`src/rtl/vga_pixel_sink_if.sv`:
```
// Strobe/acknowledge byte stream from the pixel processing unit, plus the
// frame-start sync returned to it.
interface vga_pixel_sink_if;
    logic [7:0] data_i;
    logic       stb_i;
    logic       ack_i;
    logic       sync_o;

    modport master (output data_i, output stb_i, input ack_i, input sync_o);
    modport slave  (input data_i, input stb_i, output ack_i, output sync_o);
endinterface

```
`src/rtl/vga_pixel_sink.sv`:
```
// VGA pixel sink: buffers packed RGB bytes from the producer in a small FIFO
// and scans them out with 640x480 timing, returning a frame-start sync pulse.
// Optional build macro VGA_SINK_FLUSH_EN: flush the FIFO on every frame start.
module vga_pixel_sink #(
    parameter int unsigned FIFO_DEPTH   = 16,
    parameter int unsigned FIFO_AW      = 4,
    parameter int unsigned H_VISIBLE    = 640,
    parameter int unsigned H_SYNC_START = 656,
    parameter int unsigned H_SYNC_END   = 751,
    parameter int unsigned H_TOTAL      = 800,
    parameter int unsigned V_VISIBLE    = 480,
    parameter int unsigned V_SYNC_START = 490,
    parameter int unsigned V_SYNC_END   = 491,
    parameter int unsigned V_TOTAL      = 525
) (
    input  logic               clk,
    input  logic               rst,
    vga_pixel_sink_if.slave    px,
    output logic               hsync,
    output logic               vsync,
    output logic               de,
    output logic [1:0]         vga_r,
    output logic [1:0]         vga_g,
    output logic [1:0]         vga_b,
    output logic               underflow,
    output logic [FIFO_AW:0]   level
);
    localparam int unsigned SX_W  = $clog2(H_TOTAL);
    localparam int unsigned SY_W  = $clog2(V_TOTAL);
    localparam int unsigned LVL_W = FIFO_AW + 1;

    logic [SX_W-1:0]    sx_q, sx_d;
    logic [SY_W-1:0]    sy_q, sy_d;
    logic [FIFO_AW-1:0] wr_ptr_q, wr_ptr_d;
    logic [FIFO_AW-1:0] rd_ptr_q, rd_ptr_d;
    logic [LVL_W-1:0]   level_q, level_d;
    logic               ack_q, ack_d;
    logic               sync_q, sync_d;
    logic               hsync_q, hsync_d;
    logic               vsync_q, vsync_d;
    logic               de_q, de_d;
    logic [5:0]         rgb_q, rgb_d;
    logic               underflow_q, underflow_d;

    logic [5:0]         mem_q [FIFO_DEPTH];

    logic               end_x, end_y, visible, push, pop;
    logic               unused_lsb;

    // Only the RGB fields of the byte are stored.
    assign unused_lsb = ^px.data_i[1:0];

    // Next-state: scan counters, timing outputs, FIFO control and pixel fetch.
    always_comb begin
        sx_d        = sx_q;
        sy_d        = sy_q;
        wr_ptr_d    = wr_ptr_q;
        rd_ptr_d    = rd_ptr_q;
        level_d     = level_q;
        underflow_d = underflow_q;
        rgb_d       = '0;

        end_x   = (sx_q == SX_W'(H_TOTAL - 1));
        end_y   = (sy_q == SY_W'(V_TOTAL - 1));
        visible = (sx_q < SX_W'(H_VISIBLE)) && (sy_q < SY_W'(V_VISIBLE));

        sx_d = end_x ? '0 : sx_q + SX_W'(1);
        if (end_x) begin
            sy_d = end_y ? '0 : sy_q + SY_W'(1);
        end

        de_d    = visible;
        hsync_d = !((sx_q >= SX_W'(H_SYNC_START)) && (sx_q <= SX_W'(H_SYNC_END)));
        vsync_d = !((sy_q >= SY_W'(V_SYNC_START)) && (sy_q <= SY_W'(V_SYNC_END)));
        sync_d  = end_x && end_y;

        // Full test uses the occupancy before any same-cycle pop.
        push  = px.stb_i && !ack_q && (level_q != LVL_W'(FIFO_DEPTH));
        pop   = visible && (level_q != '0);
        ack_d = push;

        if (push) begin
            wr_ptr_d = wr_ptr_q + FIFO_AW'(1);
        end

        if (pop) begin
            rgb_d    = mem_q[rd_ptr_q];
            rd_ptr_d = rd_ptr_q + FIFO_AW'(1);
        end else if (visible) begin
            underflow_d = 1'b1;
        end

        case ({push, pop})
            2'b10:   level_d = level_q + LVL_W'(1);
            2'b01:   level_d = level_q - LVL_W'(1);
            default: level_d = level_q;
        endcase

`ifdef VGA_SINK_FLUSH_EN
        // Frame start: drop everything buffered, including a byte taken this cycle.
        if (sync_q) begin
            rd_ptr_d = wr_ptr_d;
            level_d  = '0;
        end
`endif
    end

    // State register with asynchronous reset; syncs idle high.
    always_ff @(posedge clk or posedge rst) begin
        if (rst) begin
            sx_q        <= '0;
            sy_q        <= '0;
            wr_ptr_q    <= '0;
            rd_ptr_q    <= '0;
            level_q     <= '0;
            ack_q       <= 1'b0;
            sync_q      <= 1'b0;
            hsync_q     <= 1'b1;
            vsync_q     <= 1'b1;
            de_q        <= 1'b0;
            rgb_q       <= '0;
            underflow_q <= 1'b0;
        end else begin
            sx_q        <= sx_d;
            sy_q        <= sy_d;
            wr_ptr_q    <= wr_ptr_d;
            rd_ptr_q    <= rd_ptr_d;
            level_q     <= level_d;
            ack_q       <= ack_d;
            sync_q      <= sync_d;
            hsync_q     <= hsync_d;
            vsync_q     <= vsync_d;
            de_q        <= de_d;
            rgb_q       <= rgb_d;
            underflow_q <= underflow_d;
        end
    end

    // FIFO storage; contents are don't-care until written.
    always_ff @(posedge clk) begin
        if (push) begin
            mem_q[wr_ptr_q] <= px.data_i[7:2];
        end
    end

    assign px.ack_i  = ack_q;
    assign px.sync_o = sync_q;
    assign hsync     = hsync_q;
    assign vsync     = vsync_q;
    assign de        = de_q;
    assign vga_r     = rgb_q[5:4];
    assign vga_g     = rgb_q[3:2];
    assign vga_b     = rgb_q[1:0];
    assign underflow = underflow_q;
    assign level     = level_q;
endmodule

```
`src/flat_wrapper.sv`:
```
// flat-port wrapper written by rule: the top's interface ports become plain ports
module vga_pixel_sink_flat 
#(
    parameter int unsigned FIFO_DEPTH   = 16,
    parameter int unsigned FIFO_AW      = 4,
    parameter int unsigned H_VISIBLE    = 640,
    parameter int unsigned H_SYNC_START = 656,
    parameter int unsigned H_SYNC_END   = 751,
    parameter int unsigned H_TOTAL      = 800,
    parameter int unsigned V_VISIBLE    = 480,
    parameter int unsigned V_SYNC_START = 490,
    parameter int unsigned V_SYNC_END   = 491,
    parameter int unsigned V_TOTAL      = 525
)
  (clk, rst, hsync, vsync, de, vga_r, vga_g, vga_b, underflow, level, px_data_i, px_stb_i, px_ack_i, px_sync_o);
  vga_pixel_sink_if px_i ();
  input  logic clk;
  input  logic rst;
  output logic hsync;
  output logic vsync;
  output logic de;
  output logic [1:0] vga_r;
  output logic [1:0] vga_g;
  output logic [1:0] vga_b;
  output logic underflow;
  output logic [FIFO_AW:0] level;
  input wire logic [$bits(px_i.data_i)-1:0] px_data_i;
  input wire logic [$bits(px_i.stb_i)-1:0] px_stb_i;
  output wire logic [$bits(px_i.ack_i)-1:0] px_ack_i;
  output wire logic [$bits(px_i.sync_o)-1:0] px_sync_o;
  assign px_i.data_i = px_data_i;
  assign px_i.stb_i = px_stb_i;
  assign px_ack_i = px_i.ack_i;
  assign px_sync_o = px_i.sync_o;
  vga_pixel_sink #(.FIFO_DEPTH(FIFO_DEPTH), .FIFO_AW(FIFO_AW), .H_VISIBLE(H_VISIBLE), .H_SYNC_START(H_SYNC_START), .H_SYNC_END(H_SYNC_END), .H_TOTAL(H_TOTAL), .V_VISIBLE(V_VISIBLE), .V_SYNC_START(V_SYNC_START), .V_SYNC_END(V_SYNC_END), .V_TOTAL(V_TOTAL)) u_core (.clk(clk), .rst(rst), .px(px_i), .hsync(hsync), .vsync(vsync), .de(de), .vga_r(vga_r), .vga_g(vga_g), .vga_b(vga_b), .underflow(underflow), .level(level));
endmodule
```
`config.mk`:
```
export PLATFORM = sky130hd
export DESIGN_NAME = vga_pixel_sink_flat
export DESIGN_NICKNAME = d
export VERILOG_FILES = /design/src/rtl/vga_pixel_sink_if.sv /design/src/rtl/vga_pixel_sink.sv /design/src/flat_wrapper.sv
export SDC_FILE = /design/constraint.sdc
export NUM_CORES = 1
export LEC_CHECK = 0
export CORE_AREA = 2 2 85 148
export CTS_CLUSTER_SIZE = 10
export DETAILED_ROUTE_END_ITERATION = 10
export DIE_AREA = 0 0 87 150
export GPL_TIMING_DRIVEN = 0
export PLACE_DENSITY = 0.65
export SETUP_SLACK_MARGIN = 0.4
export SLEW_MARGIN = 30
export SYNTH_ARGS = -nofsm -noshare
export SYNTH_HDL_FRONTEND = slang
export SYNTH_SLANG_ARGS = --single-unit
```
`constraint.sdc`:
```
create_clock -name clk -period 3.8 [get_ports clk]
set_clock_uncertainty 0.1 [all_clocks]
set_input_delay 0.57 -clock clk [delete_from_list [all_inputs] [get_ports clk]]
set_output_delay 0.57 -clock clk [all_outputs]
set_load 0.03 [all_outputs]
```
; ---- After elaboration in Yosys (flattened, before gate mapping)
; Memory sizes are Yosys's and may differ from the RTL's.
; Index checks and enable logic that the tools add are counted.
; W data, S select, Z words.
[op_classes]
reduce_logical = 13
n_bitwise = 1
n_addsub = 6
n_eq_ne = 5
order_cmp = 6
mux = 6
[op_table]
columns = operator, count
row1 = $add A10 B1 Y10 const B, 2
row2 = $eq A10 B10 Y1 const B, 2
row3 = $mux W10, 2
row4 = $ge A10 B10 Y1 const B, 1
row5 = $ge A10 B9 Y1 const B, 1
row6 = $le A10 B10 Y1 const B, 1
row7 = $le A10 B9 Y1 const B, 1
row8 = $lt A10 B10 Y1 const B, 1
row9 = $lt A10 B9 Y1 const B, 1
row10 = $pmux W5 S2, 1
row11 = $add A4 B1 Y4 const B, 2
row12 = $logic_and A1 B1 Y1, 7
row13 = $mux W6, 1
row14 = $add A5 B1 Y5 const B, 1
row15 = $ne A5 B5 Y1 const B, 1
row16 = $reduce_bool A5 Y1, 1
row17 = $sub A5 B1 Y5 const B, 1
row18 = $logic_not A1 Y1, 3
row19 = $eq A2 B1 Y1 const B, 1
row20 = $eq A2 B2 Y1 const B, 1
row21 = $mux W1, 2
row22 = $reduce_and A2 Y1, 1
row23 = $reduce_bool A2 Y1, 1
row24 = $not A1 Y1, 1
[totals]
ramBits = 96
out_inout_bits = 17
reg_bits = 45
n_memories = 1
elab_cells = 50
[memory_table]
columns = name, words, width, read_ports, rd_clocked_by_memory_dff, write_ports, line
row1 = u_core.mem_q, 16, 6, 1, 0, 1, vga_pixel_sink.sv:45  ; logic [5:0] mem_q [FIFO_DEPTH];

; ---- Longest topological paths before layout
; Gate-level depths: netlist (run 1).
[logic_depth]
word_depth = 5
depth_mapped = 13

; ---- Least setup slack after synthesis (run 1)
; No wires, ideal clock.
[synth_path]
path_type = register to register
startpoint = reg u_core.level_q[2] (netlist: u_core.level[2])
endpoint = reg u_core.level_q[4] (netlist: u_core.level[4])
t_arrival_ps = 2912
t_required_ps = 3556
slack_ps = 644
path_stages_with_launch = 14
n_path_buf = 3
synth_period_minus_slack_ps = 3156
cell_sequence = dfrtp_1 > clkbuf_1 > nor4_1 > and2_1 > clkbuf_1 > nor2_1 > ha_1 > clkbuf_1 > xor2_1 > ha_1 > o211ai_1 > nor4b_1 > a2111oi_0 > o211ai_1
[synth_via]
elab_chain_cells = 4
word_cells_on_any_way = 10
cone_classes = add/sub: 2 / eq/ne: 3 / mux: 1 / reduce/logical: 4
[synth_lines]
columns = element, line
row1 = from (decl), vga_pixel_sink.sv:36  ; logic [LVL_W-1:0] level_q, level_d;
row2 = from (signal assigned), vga_pixel_sink.sv:128  ; level_q <= level_d;
row3 = $reduce_bool A5 Y1 (*), vga_pixel_sink.sv:79  ; pop = visible && (level_q != '0);
row4 = $logic_and A1 B1 Y1 (*), vga_pixel_sink.sv:79
row5 = via u_core.pop, vga_pixel_sink.sv:47  ; logic end_x, end_y, visible, push, pop;
row6 = $eq A2 B1 Y1 / $eq A2 B2 Y1 (equally long branches), vga_pixel_sink.sv:93  ; case ({push, pop})
row7 = $pmux W5 S2 / $reduce_bool A2 Y1 (equally long branches), --
; Mark *: on every way through the listed nets, which the timed path passes. The rest lies on a longest branch.
; A chain may end at the register's enable or synchronous reset.

; ---- Worst setup path after layout (run 1)
[layout_path]
startpoint = reg u_core.level_q[1] (netlist: u_core.level[1])
endpoint = reg u_core.level_q[4] (netlist: u_core.level[4])
; Same word-level chain as after synthesis.

==> results.cfg, run 1 <==
[run_status]
status = finished, final reports clean

[critical_path]
worstPathMaxFanout = 10
crit_required_ns = 3.98
cp-startpoint = u_core.level[1]
reg2reg_from = u_core.level[1]
critPathKind = reg2reg
endpoint_kind = register
reg2reg_slack_ns = 0.62
timing.rr.end = u_core.level[4]
cp_data_arrival_time_ns = 3.36
critPathLaunchType = register
worst_r2r_path_depth = 13

[timing]
max_clock_freq_mhz = 314
tightestPinTransition_ns = 0.937
min_period_over_period_pct = 83.7
finalCriticalPeriod_ns = 3.18
setup_tns_ns = 0
hold_violations = 0
drv_slew = 0
hold_ws_ns = 0.375
layout_setup_ws_ns = 0.619
rsz0062_at_grt = no
slew-limit-headroom_pct = 37.4
setup_viol = 0

[floorplanning]
die_h_um = 150
boundaryPins = 28
die_w_um = 87
core-area_mm2 = 0.0119
std_cell_rows = 53
initial_core_util_pct = 50.1
die_area_mm2 = 0.0131

[logic_synthesis]
synthAdderAreaFrac_pct = 2.94
yosys_warnings = 0
synth_edf_count = 96
seq_area_frac_synth_pct = 67.4
synth_cells = 372
ys.flop_type = edfxtp_1
synth-seq-cells = 141
syn_nets = 397
synth_compound_area_share_pct = 3.32
synth-xor-area-share_pct = 3.24
syn_avg_cell_area_um2 = 16.0
synth_cell_types = 47
syn_area_mm2 = 0.00595
synth_mux_area_share_pct = 11.5
async_reset_ff_share_pct = 31.9
yosys.area_share.simple_pct = 9.65
synth_top_family_by_area = multiplexers

[detailed_routing]
drt_wl_total_um = 11300
routed.top_layer = met4
met1Wirelength_um = 4370
drt-wirelength-per-cell_um = 19.9
drt_iter0_drc = 135
drc_errors = 0
met2_length_um = 6380
ant_nets = 0
avgViaCountPerCell = 5.74
dr_wl_met3_um = 338
num_vias = 3248
drt_first_pass_iters = 4

[global_route]
grt_pass1_wl_um = 18300
first_global_vias = 3390
grt_antenna_before_repair = 0
grt_overflow = 0
grt_max_degree = 46
grt_usage_pct = 19.1

[clock_tree]
post_cts_buffers = 0
clkLatencyLatePin_ns = 0.42
cts_tree = done
ctsRootBufferMaster = clkbuf_16
ctsHoldBuffers = 0
clock_sinks = 141
numCtsBuffers = 17
cts_resized = 3
h-tree-depth = 4
clk_path_buf_depth = 2
clk_pin_slew_ns = 0.06

[min_path]
worstHoldStart = u_core.underflow
hold_path_class = reg2reg
min_to = u_core.underflow
min_path_cells = 1

[place]
dp.final_hpwl_um = 7870
dpl-instance-area_mm2 = 0.00642
pre_cts_ws_ns = 0.270
dp_cells = 535
numPortBuffers = 25
gp_congestion = 0.836

[pwr]
cellPowerDensity_mw_per_mm2 = 735
ir_drop_mv = 0.363
power_leakage_nw = 2.56

[finish]
antenna_cells = 0
area_growth_pct = 18.5
nNetsFinal = 442
drive_above_1_share_pct = 19.1
layout.cells.non_filler = 566
final_design_area_no_fill_mm2 = 0.00705

[run]
cap_viol_max_count = 0
## cell usage after synthesis, drive strengths merged, types with 2 or more instances
master  count  area share (%)
a21o        4            0.50
a21oi       2            0.17
and2        5            0.53
and3        2            0.23
and4        5            0.74
buf         3            0.25
clkbuf     15            0.95
dfrtp      43              18
dfstp       2            0.88
edfxtp     96              48
ha         14             2.9
inv        12            0.76
mux2        2            0.38
mux2i      12             2.0
mux4       24             9.1
nand2      13            0.82
nand2b      2            0.21
nand3      10            0.84
nand3b      2            0.25
nand4       6            0.63
nor2       15            0.95
nor2b       2            0.21
nor3        5            0.42
nor3b       7            0.88
nor4        5            0.53
nor4b       6            0.88
o211ai      2            0.25
o21ai      11            0.93
o22ai       6            0.63
or3         2            0.21
or4         4            0.59
xnor2       9             1.3
xor2       13             1.9
## metrics by stage
stage	utilization (%)	total power, mW
after floorplan	-	3.03
after global placement	53.7	3.45
after detailed placement	54.1	3.50
after CTS	59.3	5.22
after global routing	59.4	5.41
final	59.4	5.18
## worst max path at each step
stage                                     to  slack (ns)  cells past startpoint
after global routing         u_core.level[4]        0.40                     13
final                        u_core.level[4]        0.62                     13
after detailed placement     u_core.level[4]        0.27                     11
after CTS                    u_core.level[4]        0.46                     13
after floorplan              u_core.level[4]        0.64                     13
after global placement    u_core.mem_q[6][0]        0.32                      7
## critical path, cell delays in order, from the launching register on
cell,delay [ns]
dfrtp_1,0.37
clkbuf_2,0.17
nor4_2,0.31
and2_1,0.17
clkbuf_2,0.16
nor2_1,0.10
ha_1,0.24
clkbuf_2,0.20
xor2_1,0.17
ha_1,0.22
o211ai_1,0.21
nor4_1,0.07
a2111oi_0,0.40
o211ai_1,0.15
## registers in the layout, summed over array words and instances (netlist names), 4 cells and up
signal and cells:
u_core.level 5, u_core.wr_ptr_q 4, u_core.rgb_q 6, u_core.sy_q 10, u_core.mem_q 96, u_core.sx_q 10
u_core.rd_ptr_q 4
## power by group
| part | total, mW | switching [mW] | leakage [nW] | internal [mW] |
|---|---|---|---|---|
| Sequential | 1.94 | 0.0980 | 1.42 | 1.84 |
| Combinational | 1.54 | 0.848 | 0.853 | 0.687 |
| Clock | 1.71 | 0.663 | 0.289 | 1.04 |
## logic make-up after synthesis
| group | count (synthesis) |
|---|---|
| AO/OA/AOI/OAI | 31 |
| XOR/XNOR | 22 |
| adder cells (fa/ha/maj) | 14 |
| buffers and inverters | 30 |
| flip-flops | 141 |
| multiplexers | 38 |
| AND/OR/NAND/NOR | 96 |
## area by class of cell
class	count	area, µm²
clock inverter	14	185
tap	137	171
fill	899	4820
clock buffer	17	425
multi-input combinational	201	1880
timing repair buffer	26	255
buffer	18	76.3
sequential	141	4010
inverter	12	47.5
## cells in the final DEF (no fill, tap or decap), types with 6 or more instances in the layout
| cell | count |
|---|---|
| nand4_1 | 6 |
| clkbuf_1 | 11 |
| ha_1 | 14 |
| nand3_1 | 10 |
| mux4_2 | 24 |
| nor2_1 | 15 |
| o22ai_1 | 6 |
| o21ai_0 | 11 |
| dfrtp_1 | 43 |
| clkdlybuf4s50_1 | 25 |
| xnor2_1 | 9 |
| edfxtp_1 | 96 |
| clkbuf_16 | 17 |
| inv_1 | 11 |
| mux2i_1 | 12 |
| xor2_1 | 13 |
| nand2_1 | 13 |
## layer usage
layer,vias to the layer above,GRT usage [%]
met5,-,0
met4,0,6.72
met3,16,5.24
met2,58,33.9
met1,1654,21.7
li1,1520,-
No activity file was read; power rests on OpenSTA's default activity.
==> run 2, diff against run 1 <==
PLACE_DENSITY = 0.68   (was 0.65)
clock period = 2.6 ns   (was 3.8 ns; I/O delays follow)
==> results.cfg, run 2 (synthesized netlist as in run 1, its figures left out) <==
[critical_path]
cp_data_arrival_time_ns = 2.94
critPathKind = reg2reg
crit_required_ns = 2.78
worstPathMaxFanout = 2
worst_r2r_path_depth = 13
endpoint_kind = register
critPathLaunchType = register

[floorplanning]
die_h_um = 150
die_area_mm2 = 0.0131
core-area_mm2 = 0.0119
initial_core_util_pct = 50.1
boundaryPins = 28
std_cell_rows = 53
die_w_um = 87

[place]
dpl-instance-area_mm2 = 0.00656
dp_cells = 534
numPortBuffers = 25
dp.final_hpwl_um = 8030
gp_congestion = 0.822
pre_cts_ws_ns = -0.552

[timing]
max_clock_freq_mhz = 363
hold_ws_ns = 0.290
setup_tns_ns = -0.236
setup_viol = 2
min_period_over_period_pct = 106
tightestPinTransition_ns = 1.06
rsz0062_at_grt = yes
layout_setup_ws_ns = -0.158
drv_slew = 0
hold_violations = 0
slew-limit-headroom_pct = 29.2
finalCriticalPeriod_ns = 2.76

[finish]
final_common_cell = edfxtp_1
fillerInstances = 814
largest_register = u_core.mem_q
finish.utilization_pct = 64.8
final_design_area_no_fill_mm2 = 0.00769
final_cell_mix = 96 x edfxtp_1, 39 x dfrtp_1, 25 x clkdlybuf4s50_1
top_regs = u_core.mem_q x96, u_core.sx_q x10, u_core.sy_q x10
area_growth_pct = 29.2
multiInputGateArea_mm2 = 0.00212
drive_above_1_share_pct = 32.2
regArea_mm2 = 0.00402
antenna_cells = 0
largest_reg_flops = 96
layout.cells.non_filler = 596
nNetsFinal = 471

[clock_tree]
clkLatencyLatePin_ns = 0.42
clk_path_buf_depth = 2
h-tree-depth = 4
numCtsBuffers = 17
clock_sinks = 141
ctsRootBufferMaster = clkbuf_16
ctsHoldBuffers = 0
cts_tree = done
clk_pin_slew_ns = 0.06

[pwr]
power_frac_comb_pct = 34.9
ir_drop_mv = 0.497
totalPowerFinal_mw = 8.14
p_seq_share_pct = 35.2
p_clk_share_pct = 29.9
power_leakage_nw = 2.87
internal_power_mw = 5.54
cellPowerDensity_mw_per_mm2 = 1060
p_sw_mw = 2.60
swShare_pct = 32.0

[detailed_routing]
drt_iter0_drc = 118
drt_wl_total_um = 12100
avgViaCountPerCell = 5.72
drt_first_pass_iters = 4
num_vias = 3411
drt-wirelength-per-cell_um = 20.3
drc_errors = 0
ant_nets = 0

[global_route]
grt_max_degree = 46
first_global_vias = 3615
grt_antenna_before_repair = 0
grt_pass1_wl_um = 18900
grt_overflow = 0
grt_usage_pct = 19.7

[run_status]
status = finished with violations
violations = setup timing

[min_path]
hold_path_class = in2async

[run]
cap_viol_max_count = 0
==> run 2: changes by cell type in the layout (fill, tap and decap cells not counted), sizes merged <==
cell	before	now
buf	4	40
clkinv	3	5
inv	17	19
clkinvlp	3	1
clkbuf	32	25
bufinv	3	2
==> run 2: repair_timing <==
| action | CTS | global route |
|---|---|---|
| resized for setup | 29 | 52 |
| endpoints found under the hold margin | 0 | 0 |
| endpoints found under the setup margin | 93 | 102 |
| buffers inserted | 22 | 8 |
| pin swaps | 20 | 15 |
==> run 2: area by class of cell <==
type | count | share of cell area [%]
sequential | 141 | 52.3
multi-input combinational | 201 | 27.6
timing repair buffer | 55 | 7.26
clock buffer | 17 | 5.53
clock inverter | 15 | 2.25
tap | 137 | 2.23
buffer | 18 | 2.05
inverter | 12 | 0.781
==> run 2: power groups by stage <==
| stage | Sequential (mW) | Clock [mW] | Combinational (mW) |
|---|---|---|---|
| 6_report | 2.87 | 2.44 | 2.84 |
| 5_1_grt | 2.89 | 2.57 | 3.05 |
| 4_1_cts | 2.86 | 2.47 | 2.59 |
| 3_5_place_dp | 2.90 | 0 | 2.41 |
| 3_3_place_gp | 2.88 | 0 | 2.34 |
| 2_1_floorplan | 3.05 | 0 | 1.55 |
==> run 2: worst max-delay path, cell delays in order, from the launching register on <==
cell       delay (ns)
dfrtp_2          0.41
buf_8            0.12
nor4_4           0.30
and2_4           0.20
buf_8            0.09
nor2_4           0.03
ha_4             0.17
buf_8            0.12
xor2_2           0.11
ha_2             0.20
o211ai_1         0.12
nor4b_4          0.16
a2111oi_2        0.34
o211ai_1         0.14
==> run 2: path summary, 6_finish.rpt <==
kind | to | slack [ns] | startpoint
worst min-delay path | u_core.sx_q[2] | 0.29 | rst
max in group asynchronous | u_core.level[0] | 1.67 | rst
worst max-delay path | u_core.level[4] | -0.16 | u_core.level[1]
worst min register to register | u_core.underflow | 0.37 | u_core.underflow
min in group clk | u_core.underflow | 0.37 | u_core.underflow
worst max register to register | u_core.level[4] | -0.16 | u_core.level[1]
==> run 2: per-layer routing <==
metal  GRT usage (%)  part of all wire, %  vias to the layer above
met5               0                    0                        -
met2            35.2                   57                       64
met1            21.2                   37                     1741
met4            9.38                  3.2                        0
met3            5.13                  2.6                       23
li1                -                    -                     1583
